## src/rtl/vram_fill_arbiter_if.sv

```systemverilog
`default_nettype none
// ============================================================================
//  Module      : vram_fill_arbiter_if
//  Description : Bundle of the CPU write path, the fill-command handshake and
//                the VRAM port A write outputs used by vram_fill_arbiter.
//                slave  - view of the arbiter (drives status and port A)
//                master - view of the CPU / command source (drives requests)
//  Signals     : cpu_we/cpu_addr/cpu_data       CPU VRAM write request
//                cmd_valid/cmd_ready            fill-command handshake
//                cmd_row/cmd_count/cmd_char     fill-command payload
//                busy/done                      engine status
//                v_cea/v_ada/v_din              VRAM port A write (registered)
//  Revision    : 1.0 - initial release
// ============================================================================
interface vram_fill_arbiter_if #(
    parameter int AW = 10
);
    logic          cpu_we;
    logic [AW-1:0] cpu_addr;
    logic [7:0]    cpu_data;
    logic          cmd_valid;
    logic          cmd_ready;
    logic [4:0]    cmd_row;
    logic [4:0]    cmd_count;
    logic [7:0]    cmd_char;
    logic          busy;
    logic          done;
    logic          v_cea;
    logic [AW-1:0] v_ada;
    logic [7:0]    v_din;

    modport slave (
        input  cpu_we, cpu_addr, cpu_data,
        input  cmd_valid, cmd_row, cmd_count, cmd_char,
        output cmd_ready, busy, done,
        output v_cea, v_ada, v_din
    );

    modport master (
        output cpu_we, cpu_addr, cpu_data,
        output cmd_valid, cmd_row, cmd_count, cmd_char,
        input  cmd_ready, busy, done,
        input  v_cea, v_ada, v_din
    );
endinterface
`default_nettype wire

```

## src/rtl/vram_fill_arbiter.sv

```systemverilog
`default_nettype none
// ============================================================================
//  Module      : vram_fill_arbiter
//  Description : Shares VRAM port A between CPU writes and a row-fill engine.
//                CPU writes always win; the engine writes one character per
//                free cycle until rows [cmd_row, min(cmd_row+cmd_count,ROWS))
//                are filled with cmd_char. All port A outputs are registered.
//  Ports       : clk            memory clock
//                rst            synchronous active-high reset
//                bus (slave)    CPU write inputs, fill command handshake,
//                               busy/done status, VRAM port A write outputs
//  Revision    : 1.0 - initial release
// ============================================================================
module vram_fill_arbiter #(
    parameter int COLS = 60,
    parameter int ROWS = 17,
    parameter int AW   = 10
) (
    input  wire logic         clk,
    input  wire logic         rst,
    vram_fill_arbiter_if.slave bus
);

    localparam int            c_CW       = $clog2(COLS);
    localparam logic [c_CW-1:0] c_COL_LAST = c_CW'(COLS - 1);
    localparam logic [AW-1:0] c_COLS_AW  = AW'(COLS);
    localparam logic [5:0]    c_ROWS6    = 6'(ROWS);

    localparam logic [1:0] S_IDLE = 2'd0;
    localparam logic [1:0] S_FILL = 2'd1;
    localparam logic [1:0] S_DONE = 2'd2;

    logic [1:0]      r_state;
    logic [4:0]      r_row;
    logic [c_CW-1:0] r_col;
    logic [AW-1:0]   r_base;
    logic [5:0]      r_end;
    logic [7:0]      r_char;
    logic            r_null;
    logic            r_cmd_ready;
    logic            r_busy;
    logic            r_done;
    logic            r_v_cea;
    logic [AW-1:0]   r_v_ada;
    logic [7:0]      r_v_din;

    logic            w_cmd_fire;
    logic [5:0]      w_sum6;
    logic [5:0]      w_end;
    logic            w_null;
    logic [AW-1:0]   w_base0;
    logic [AW-1:0]   w_eng_addr;
    logic            w_eng_go;
    logic            w_last;
    logic            w_we;
    logic [AW-1:0]   w_addr;
    logic [7:0]      w_data;

    assign w_cmd_fire = bus.cmd_valid & r_cmd_ready;

    // End row clamped to the screen height; 6 bits hold the worst-case sum.
    assign w_sum6 = {1'b0, bus.cmd_row} + {1'b0, bus.cmd_count};
    assign w_end  = (w_sum6 > c_ROWS6) ? c_ROWS6 : w_sum6;
    assign w_null = (bus.cmd_count == 5'd0) | ({1'b0, bus.cmd_row} >= c_ROWS6);

    // Starting row base = cmd_row * COLS, built as a sum of shifted copies of
    // cmd_row for each set bit of COLS. Only used once per command.
    always_comb begin
        w_base0 = '0;
        for (int i = 0; i < AW; i++) begin
            if (c_COLS_AW[i]) begin
                w_base0 = w_base0 + (AW'(bus.cmd_row) << i);
            end
        end
    end

    // Inside the loop the address is just base + col; base steps by COLS.
    assign w_eng_addr = r_base + AW'(r_col);
    assign w_eng_go   = (r_state == S_FILL) & ~bus.cpu_we;
    assign w_last     = (r_col == c_COL_LAST) & ({1'b0, r_row} == (r_end - 6'd1));

    // CPU has absolute priority; the engine only takes cycles the CPU leaves.
    assign w_we   = bus.cpu_we | w_eng_go;
    assign w_addr = bus.cpu_we ? bus.cpu_addr : w_eng_addr;
    assign w_data = bus.cpu_we ? bus.cpu_data : r_char;

    always_ff @(posedge clk) begin
        if (rst) begin
            r_state     <= S_IDLE;
            r_row       <= '0;
            r_col       <= '0;
            r_base      <= '0;
            r_end       <= '0;
            r_char      <= '0;
            r_null      <= 1'b0;
            r_cmd_ready <= 1'b1;
            r_busy      <= 1'b0;
            r_done      <= 1'b0;
            r_v_cea     <= 1'b0;
            r_v_ada     <= '0;
            r_v_din     <= '0;
        end else begin
            r_v_cea <= w_we;
            if (w_we) begin
                r_v_ada <= w_addr;
                r_v_din <= w_data;
            end

            case (r_state)
                S_IDLE: begin
                    if (w_cmd_fire) begin
                        r_char      <= bus.cmd_char;
                        r_row       <= bus.cmd_row;
                        r_col       <= '0;
                        r_base      <= w_base0;
                        r_end       <= w_end;
                        r_cmd_ready <= 1'b0;
                        r_busy      <= 1'b1;
                        if (w_null) begin
                            // Null command spends one extra cycle in DONE so
                            // its done pulse lands two cycles after handshake.
                            r_state <= S_DONE;
                            r_null  <= 1'b1;
                        end else begin
                            r_state <= S_FILL;
                        end
                    end
                end

                S_FILL: begin
                    if (w_eng_go) begin
                        if (w_last) begin
                            r_state <= S_DONE;
                            r_done  <= 1'b1;
                            r_null  <= 1'b0;
                        end else if (r_col == c_COL_LAST) begin
                            r_col  <= '0;
                            r_base <= r_base + c_COLS_AW;
                            r_row  <= r_row + 5'd1;
                        end else begin
                            r_col <= r_col + c_CW'(1);
                        end
                    end
                end

                S_DONE: begin
                    if (r_null) begin
                        r_null <= 1'b0;
                        r_done <= 1'b1;
                    end else begin
                        r_state     <= S_IDLE;
                        r_done      <= 1'b0;
                        r_busy      <= 1'b0;
                        r_cmd_ready <= 1'b1;
                    end
                end

                default: begin
                    r_state     <= S_IDLE;
                    r_null      <= 1'b0;
                    r_done      <= 1'b0;
                    r_busy      <= 1'b0;
                    r_cmd_ready <= 1'b1;
                end
            endcase
        end
    end

    assign bus.cmd_ready = r_cmd_ready;
    assign bus.busy      = r_busy;
    assign bus.done      = r_done;
    assign bus.v_cea     = r_v_cea;
    assign bus.v_ada     = r_v_ada;
    assign bus.v_din     = r_v_din;

endmodule
`default_nettype wire

```

## src/flat_wrapper.sv

```systemverilog
// flat-port wrapper written by rule: the top's interface ports become plain ports
module vram_fill_arbiter_flat 
#(
    parameter int COLS = 60,
    parameter int ROWS = 17,
    parameter int AW   = 10
)
  (clk, rst, bus_cpu_we, bus_cpu_addr, bus_cpu_data, bus_cmd_valid, bus_cmd_row, bus_cmd_count, bus_cmd_char, bus_cmd_ready, bus_busy, bus_done, bus_v_cea, bus_v_ada, bus_v_din);
  vram_fill_arbiter_if #(.AW(AW)) bus_i ();
  input  wire logic clk;
  input  wire logic rst;
  input wire logic [$bits(bus_i.cpu_we)-1:0] bus_cpu_we;
  input wire logic [$bits(bus_i.cpu_addr)-1:0] bus_cpu_addr;
  input wire logic [$bits(bus_i.cpu_data)-1:0] bus_cpu_data;
  input wire logic [$bits(bus_i.cmd_valid)-1:0] bus_cmd_valid;
  input wire logic [$bits(bus_i.cmd_row)-1:0] bus_cmd_row;
  input wire logic [$bits(bus_i.cmd_count)-1:0] bus_cmd_count;
  input wire logic [$bits(bus_i.cmd_char)-1:0] bus_cmd_char;
  output wire logic [$bits(bus_i.cmd_ready)-1:0] bus_cmd_ready;
  output wire logic [$bits(bus_i.busy)-1:0] bus_busy;
  output wire logic [$bits(bus_i.done)-1:0] bus_done;
  output wire logic [$bits(bus_i.v_cea)-1:0] bus_v_cea;
  output wire logic [$bits(bus_i.v_ada)-1:0] bus_v_ada;
  output wire logic [$bits(bus_i.v_din)-1:0] bus_v_din;
  assign bus_i.cpu_we = bus_cpu_we;
  assign bus_i.cpu_addr = bus_cpu_addr;
  assign bus_i.cpu_data = bus_cpu_data;
  assign bus_i.cmd_valid = bus_cmd_valid;
  assign bus_i.cmd_row = bus_cmd_row;
  assign bus_i.cmd_count = bus_cmd_count;
  assign bus_i.cmd_char = bus_cmd_char;
  assign bus_cmd_ready = bus_i.cmd_ready;
  assign bus_busy = bus_i.busy;
  assign bus_done = bus_i.done;
  assign bus_v_cea = bus_i.v_cea;
  assign bus_v_ada = bus_i.v_ada;
  assign bus_v_din = bus_i.v_din;
  vram_fill_arbiter #(.COLS(COLS), .ROWS(ROWS), .AW(AW)) u_core (.clk(clk), .rst(rst), .bus(bus_i));
endmodule
```

## config.mk

```make
export PLATFORM = sky130hd
export DESIGN_NAME = vram_fill_arbiter_flat
export DESIGN_NICKNAME = d
export VERILOG_FILES = /design/src/rtl/vram_fill_arbiter_if.sv /design/src/rtl/vram_fill_arbiter.sv /design/src/flat_wrapper.sv
export SDC_FILE = /design/constraint.sdc
export NUM_CORES = 1
export LEC_CHECK = 0
export CORE_MARGIN = 1
export CORE_UTILIZATION = 49
export DETAILED_ROUTE_END_ITERATION = 10
export PLACE_DENSITY = 0.85
export SLEW_MARGIN = 20
export SYNTH_ARGS = -nofsm -noshare
export SYNTH_HDL_FRONTEND = slang
export SYNTH_SLANG_ARGS = --single-unit
```

## constraint.sdc

```tcl
create_clock -name clk -period 3 [get_ports clk]
set_input_delay 0.6 -clock clk [delete_from_list [all_inputs] [get_ports clk]]
set_output_delay 0.6 -clock clk [all_outputs]
set_load 0.02 [all_outputs]
```

==> run_summary.xml <==
<?xml version="1.0" encoding="UTF-8"?>
<metrics>
  <group name="synthesis">
    <metric name="ys_seq_area_share" unit="%">30.5</metric>
    <metric name="synth-seq-cells" unit="">58</metric>
    <metric name="postSynthNetCount" unit="">542</metric>
    <metric name="synthTopCellsByArea" unit="">dfxtp_1 (31%), ha_1 (9.5%), a21oi_1 (6.6%)</metric>
    <metric name="post_synth_instance_area" unit="µm²">3800</metric>
    <metric name="post_synth.cell_area_avg" unit="µm²">8.16</metric>
    <metric name="ys.flop_type" unit="">dfxtp_1</metric>
    <metric name="yosys_warnings" unit="">0</metric>
    <metric name="synthCells" unit="">466</metric>
    <metric name="ys_async_sr_fraction" unit="%">0</metric>
    <metric name="synth_top_cell_by_area" unit="">dfxtp_1</metric>
    <metric name="netlist.area_leader.share" unit="%">30.5</metric>
    <metric name="distinct_cells_synth" unit="">64</metric>
    <metric name="synth_edf_count" unit="">0</metric>
  </group>
  <group name="clocking">
    <metric name="cts.root.buffer_cell" unit="">clkbuf_8</metric>
    <metric name="cts.sinks" unit="">58</metric>
    <metric name="clock_tree_from_tritoncts" unit="">yes</metric>
    <metric name="htree_num_levels" unit="">3</metric>
    <metric name="cts-root-to-sink-buffers" unit="">2</metric>
    <metric name="clock_buffer_count_from_cts" unit="">9</metric>
    <metric name="clkLatencyLatePin" unit="ns">0.35</metric>
    <metric name="clkTransAtPathRegs" unit="ns">0.07</metric>
  </group>
  <group name="run">
    <metric name="maxCapViolCount" unit="">0</metric>
  </group>
  <group name="floorplanning">
    <metric name="num_io_pins" unit="">62</metric>
    <metric name="coreArea" unit="µm²">7370</metric>
    <metric name="die_w" unit="µm">90.1</metric>
    <metric name="placementRows" unit="">31</metric>
    <metric name="die_area" unit="µm²">8120</metric>
    <metric name="floorplan.initialDensity" unit="%">51.6</metric>
    <metric name="die_h" unit="µm">90.1</metric>
  </group>
  <group name="routing">
    <metric name="final_ant_viol_nets" unit="">0</metric>
    <metric name="vias" unit="">3776</metric>
    <metric name="via_per_inst" unit="">5.79</metric>
    <metric name="routed_wire_length_per_instance" unit="µm">15.3</metric>
    <metric name="maxUsedRoutingLayer" unit="">met4</metric>
    <metric name="route.detailed.drc" unit="">0</metric>
    <metric name="detailroute.wirelength.met3" unit="µm">543</metric>
    <metric name="met2_wirelength" unit="µm">4870</metric>
    <metric name="routedLengthMet1" unit="µm">4300</metric>
    <metric name="route.final.wire_length" unit="µm">9960</metric>
    <metric name="drtIter0Drc" unit="">286</metric>
    <metric name="drt-pass1-iter-count" unit="">5</metric>
  </group>
  <group name="grt">
    <metric name="grt_overflow_total" unit="">0</metric>
    <metric name="grt_usage" unit="%">24.8</metric>
    <metric name="global_route_wire_length_before_repair" unit="µm">16600</metric>
    <metric name="via_count_of_the_first_global_routing_pass" unit="">3749</metric>
    <metric name="grt_max_degree" unit="">44</metric>
    <metric name="antenna_violations_before_repair" unit="">0</metric>
  </group>
  <group name="hold_path">
    <metric name="holdCritStartpoint" unit="">u_core.r_char[5]$_SDFFE_PP0P_</metric>
    <metric name="whs_endpoint" unit="">u_core.r_char[5]$_SDFFE_PP0P_</metric>
    <metric name="hp-class" unit="">reg2reg</metric>
    <metric name="holdPathStages" unit="">2</metric>
  </group>
  <group name="setup_path">
    <metric name="crit_path_start_kind" unit="">primary input</metric>
    <metric name="timing.critical_path.to_type" unit="">flop</metric>
    <metric name="data_arrival_critical_path" unit="ns">3.28</metric>
    <metric name="critical_path.max_fanout" unit="">3</metric>
    <metric name="worst_r2r_endpoint" unit="">u_core.r_base[6]$_SDFFE_PP0P_</metric>
    <metric name="cp_data_required_time" unit="ns">3.25</metric>
    <metric name="setup.worst_path.class" unit="">in2reg</metric>
    <metric name="ff2ff_setup_slack" unit="ns">0.53</metric>
    <metric name="timing.rr.start" unit="">u_core.r_end[0]$_SDFFE_PP0P_</metric>
    <metric name="r2r_cells" unit="">6</metric>
  </group>
  <group name="power_and_ir_drop">
    <metric name="comb_power_share" unit="%">49.7</metric>
    <metric name="power_per_cell_area" unit="nW/µm²">719</metric>
    <metric name="power.share.clock" unit="%">20.0</metric>
    <metric name="p_seq_share" unit="%">30.4</metric>
    <metric name="internal_power" unit="W">0.00210</metric>
    <metric name="swShare" unit="%">41.5</metric>
    <metric name="power.ir.vdd_worst" unit="mV">0.433</metric>
    <metric name="power_leakage" unit="nW">1.97</metric>
    <metric name="switching_power" unit="W">0.00149</metric>
  </group>
  <group name="finish">
    <metric name="n_antenna_cell" unit="">0</metric>
    <metric name="seq_area" unit="µm²">1160</metric>
    <metric name="fillCellCount" unit="">591</metric>
    <metric name="layout.cells.most_common" unit="">dfxtp_1</metric>
    <metric name="post_route_cells_drive_above_1_share" unit="%">15.6</metric>
    <metric name="areaGrowthSynthToFinish" unit="%">31.6</metric>
    <metric name="fin_nets" unit="">624</metric>
    <metric name="area_of_combinational_cells_with_multiple_inputs" unit="µm²">2550</metric>
    <metric name="final_cell_mix" unit="">dfxtp_1 (58), clkdlybuf4s50_1 (56), nor2_1 (55)</metric>
  </group>
  <group name="placed_design">
    <metric name="dpl_worst_slack" unit="ns">-0.915</metric>
    <metric name="place.gp.congestion" unit="">0.884</metric>
    <metric name="hpwlAfterDp" unit="µm">7270</metric>
    <metric name="portBuffers" unit="">61</metric>
  </group>
  <group name="timing">
    <metric name="finalClockSkew" unit="ns">0.00747</metric>
    <metric name="setup-violations-final" unit="">1</metric>
    <metric name="totalNegativeSetupSlack" unit="ns">-0.0349</metric>
    <metric name="slew_headroom" unit="%">51.9</metric>
    <metric name="maxSlewViolCount" unit="">0</metric>
    <metric name="tightest_slew" unit="ns">0.718</metric>
    <metric name="post-route-worst-setup-slack" unit="ns">-0.0349</metric>
    <metric name="fin_crit" unit="ns">3.03</metric>
    <metric name="achievable_clock_frequency" unit="GHz">0.330</metric>
    <metric name="timing_hold_violations_final" unit="">0</metric>
    <metric name="post-route-period-util" unit="%">101</metric>
    <metric name="rsz0062_at_grt" unit="">true</metric>
  </group>
  <group name="status">
    <metric name="violations" unit="">setup timing</metric>
    <metric name="run_status" unit="">complete, but fails checks</metric>
  </group>
</metrics>
-- cell usage after synthesis (all sizes together), types with 3 or more instances --
| cell type | instances |
|---|---|
| nor3 | 10 |
| o21ai | 17 |
| nor4 | 5 |
| nand3 | 18 |
| nand2b | 7 |
| nand3b | 3 |
| nand2 | 36 |
| a211oi | 4 |
| or3 | 4 |
| o22ai | 6 |
| ha | 29 |
| or4 | 3 |
| a21oi | 51 |
| a32o | 5 |
| xnor2 | 9 |
| nor2 | 55 |
| xor2 | 11 |
| a21o | 5 |
| inv | 34 |
| a31oi | 6 |
| mux2i | 17 |
| clkbuf | 18 |
| and2 | 3 |
| fa | 7 |
| nand4 | 4 |
| dfxtp | 58 |
-- power groups by stage --
stage | combinational, W | clock [W] | sequential (W)
finish | 0.00179 | 0.000718 | 0.00109
global route | 0.00195 | 0.000760 | 0.00112
CTS | 0.00174 | 0.000720 | 0.00109
detailed placement | 0.00173 | 0 | 0.00110
global placement | 0.00166 | 0 | 0.00110
floorplan | 0.00118 | 0 | 0.00110
-- kinds of logic after synthesis --
group / count (synthesis) / synth area share, %
DFF: 58 / 30.5
adders and majority gates: 36 / 13.2
and+or+nand+nor: 156 / 19.9
buffers and inverters: 54 / 5.33
AOI/OAI and AO/OA: 123 / 21.3
muxes: 19 / 5.07
xor gates and xnor gates: 20 / 4.61
-- sequential cells by signal (all words and copies together), names as in the netlist, 2 cells and up --
name,cells
u_core.bus.v_ada,10
u_core.bus.v_din,8
u_core.r_base,8
u_core.r_row,5
u_core.r_state,2
u_core.r_col,6
u_core.r_end,6
u_core.r_char,8
-- cell type report --
class	count	area share, %
timing repair buffer	91	16.8
clock inverter	7	1.40
sequential	58	23.2
clock buffer	9	2.48
inverter	34	2.70
tap	99	2.48
multi-input combinational	354	51.0
-- worst max path at each step --
stage	startpoint	endpoint	slack, ns
floorplan	bus_cmd_row[2]	u_core.r_base[8]$_SDFFE_PP0P_	-0.13
global placement	bus_cmd_row[1]	u_core.r_base[8]$_SDFFE_PP0P_	-0.83
detailed placement	bus_cmd_row[1]	u_core.r_base[8]$_SDFFE_PP0P_	-0.91
CTS	bus_cmd_row[0]	u_core.r_base[9]$_SDFFE_PP0P_	0.006
global route	bus_cmd_row[2]	u_core.r_base[8]$_SDFFE_PP0P_	-0.16
finish	bus_cmd_row[2]	u_core.r_base[9]$_SDFFE_PP0P_	-0.03
-- timing repair --
| item | 4_1_cts | 5_1_grt |
|---|---|---|
| setup endpoints to repair | 5 | 4 |
| setup buffers | 2 | 3 |
| pin swaps | 8 | 22 |
| gates cloned | 0 | 0 |
| resized for setup | 23 | 9 |
| hold buffers | 0 | 0 |
-- critical path, cell delays in order --
cell        delay [ns]
buf_4             0.11
clkinvlp_4        0.14
ha_4              0.24
a21o_1            0.15
a21o_1            0.21
xor2_2            0.15
fa_1              0.53
fa_2              0.43
inv_1             0.06
a21o_1            0.11
a21oi_2           0.06
xnor2_1           0.16
o21ai_1           0.10
a32o_1            0.23
-- per-stage QoR --
stage               power [W]  instance area, µm²  util [%]  instances  hold WS [ns]
floorplan             0.00229                3850         -        466         0.436
detailed placement    0.00283                4700      63.8        631         0.446
CTS                   0.00355                4930      66.9        649         0.455
global route          0.00383                5000      67.9        652         0.489
finish                0.00360                5000      67.9        652         0.455
global placement      0.00276                4700      63.8        631         0.445
-- per-layer routing --
layer,vias to the layer above,GRT usage (%)
met3,32,4.74
met4,0,12.0
met1,1778,29.7
met5,-,0
met2,145,42.6
li1,1821,-
Power figures use the tool's default switching activity.
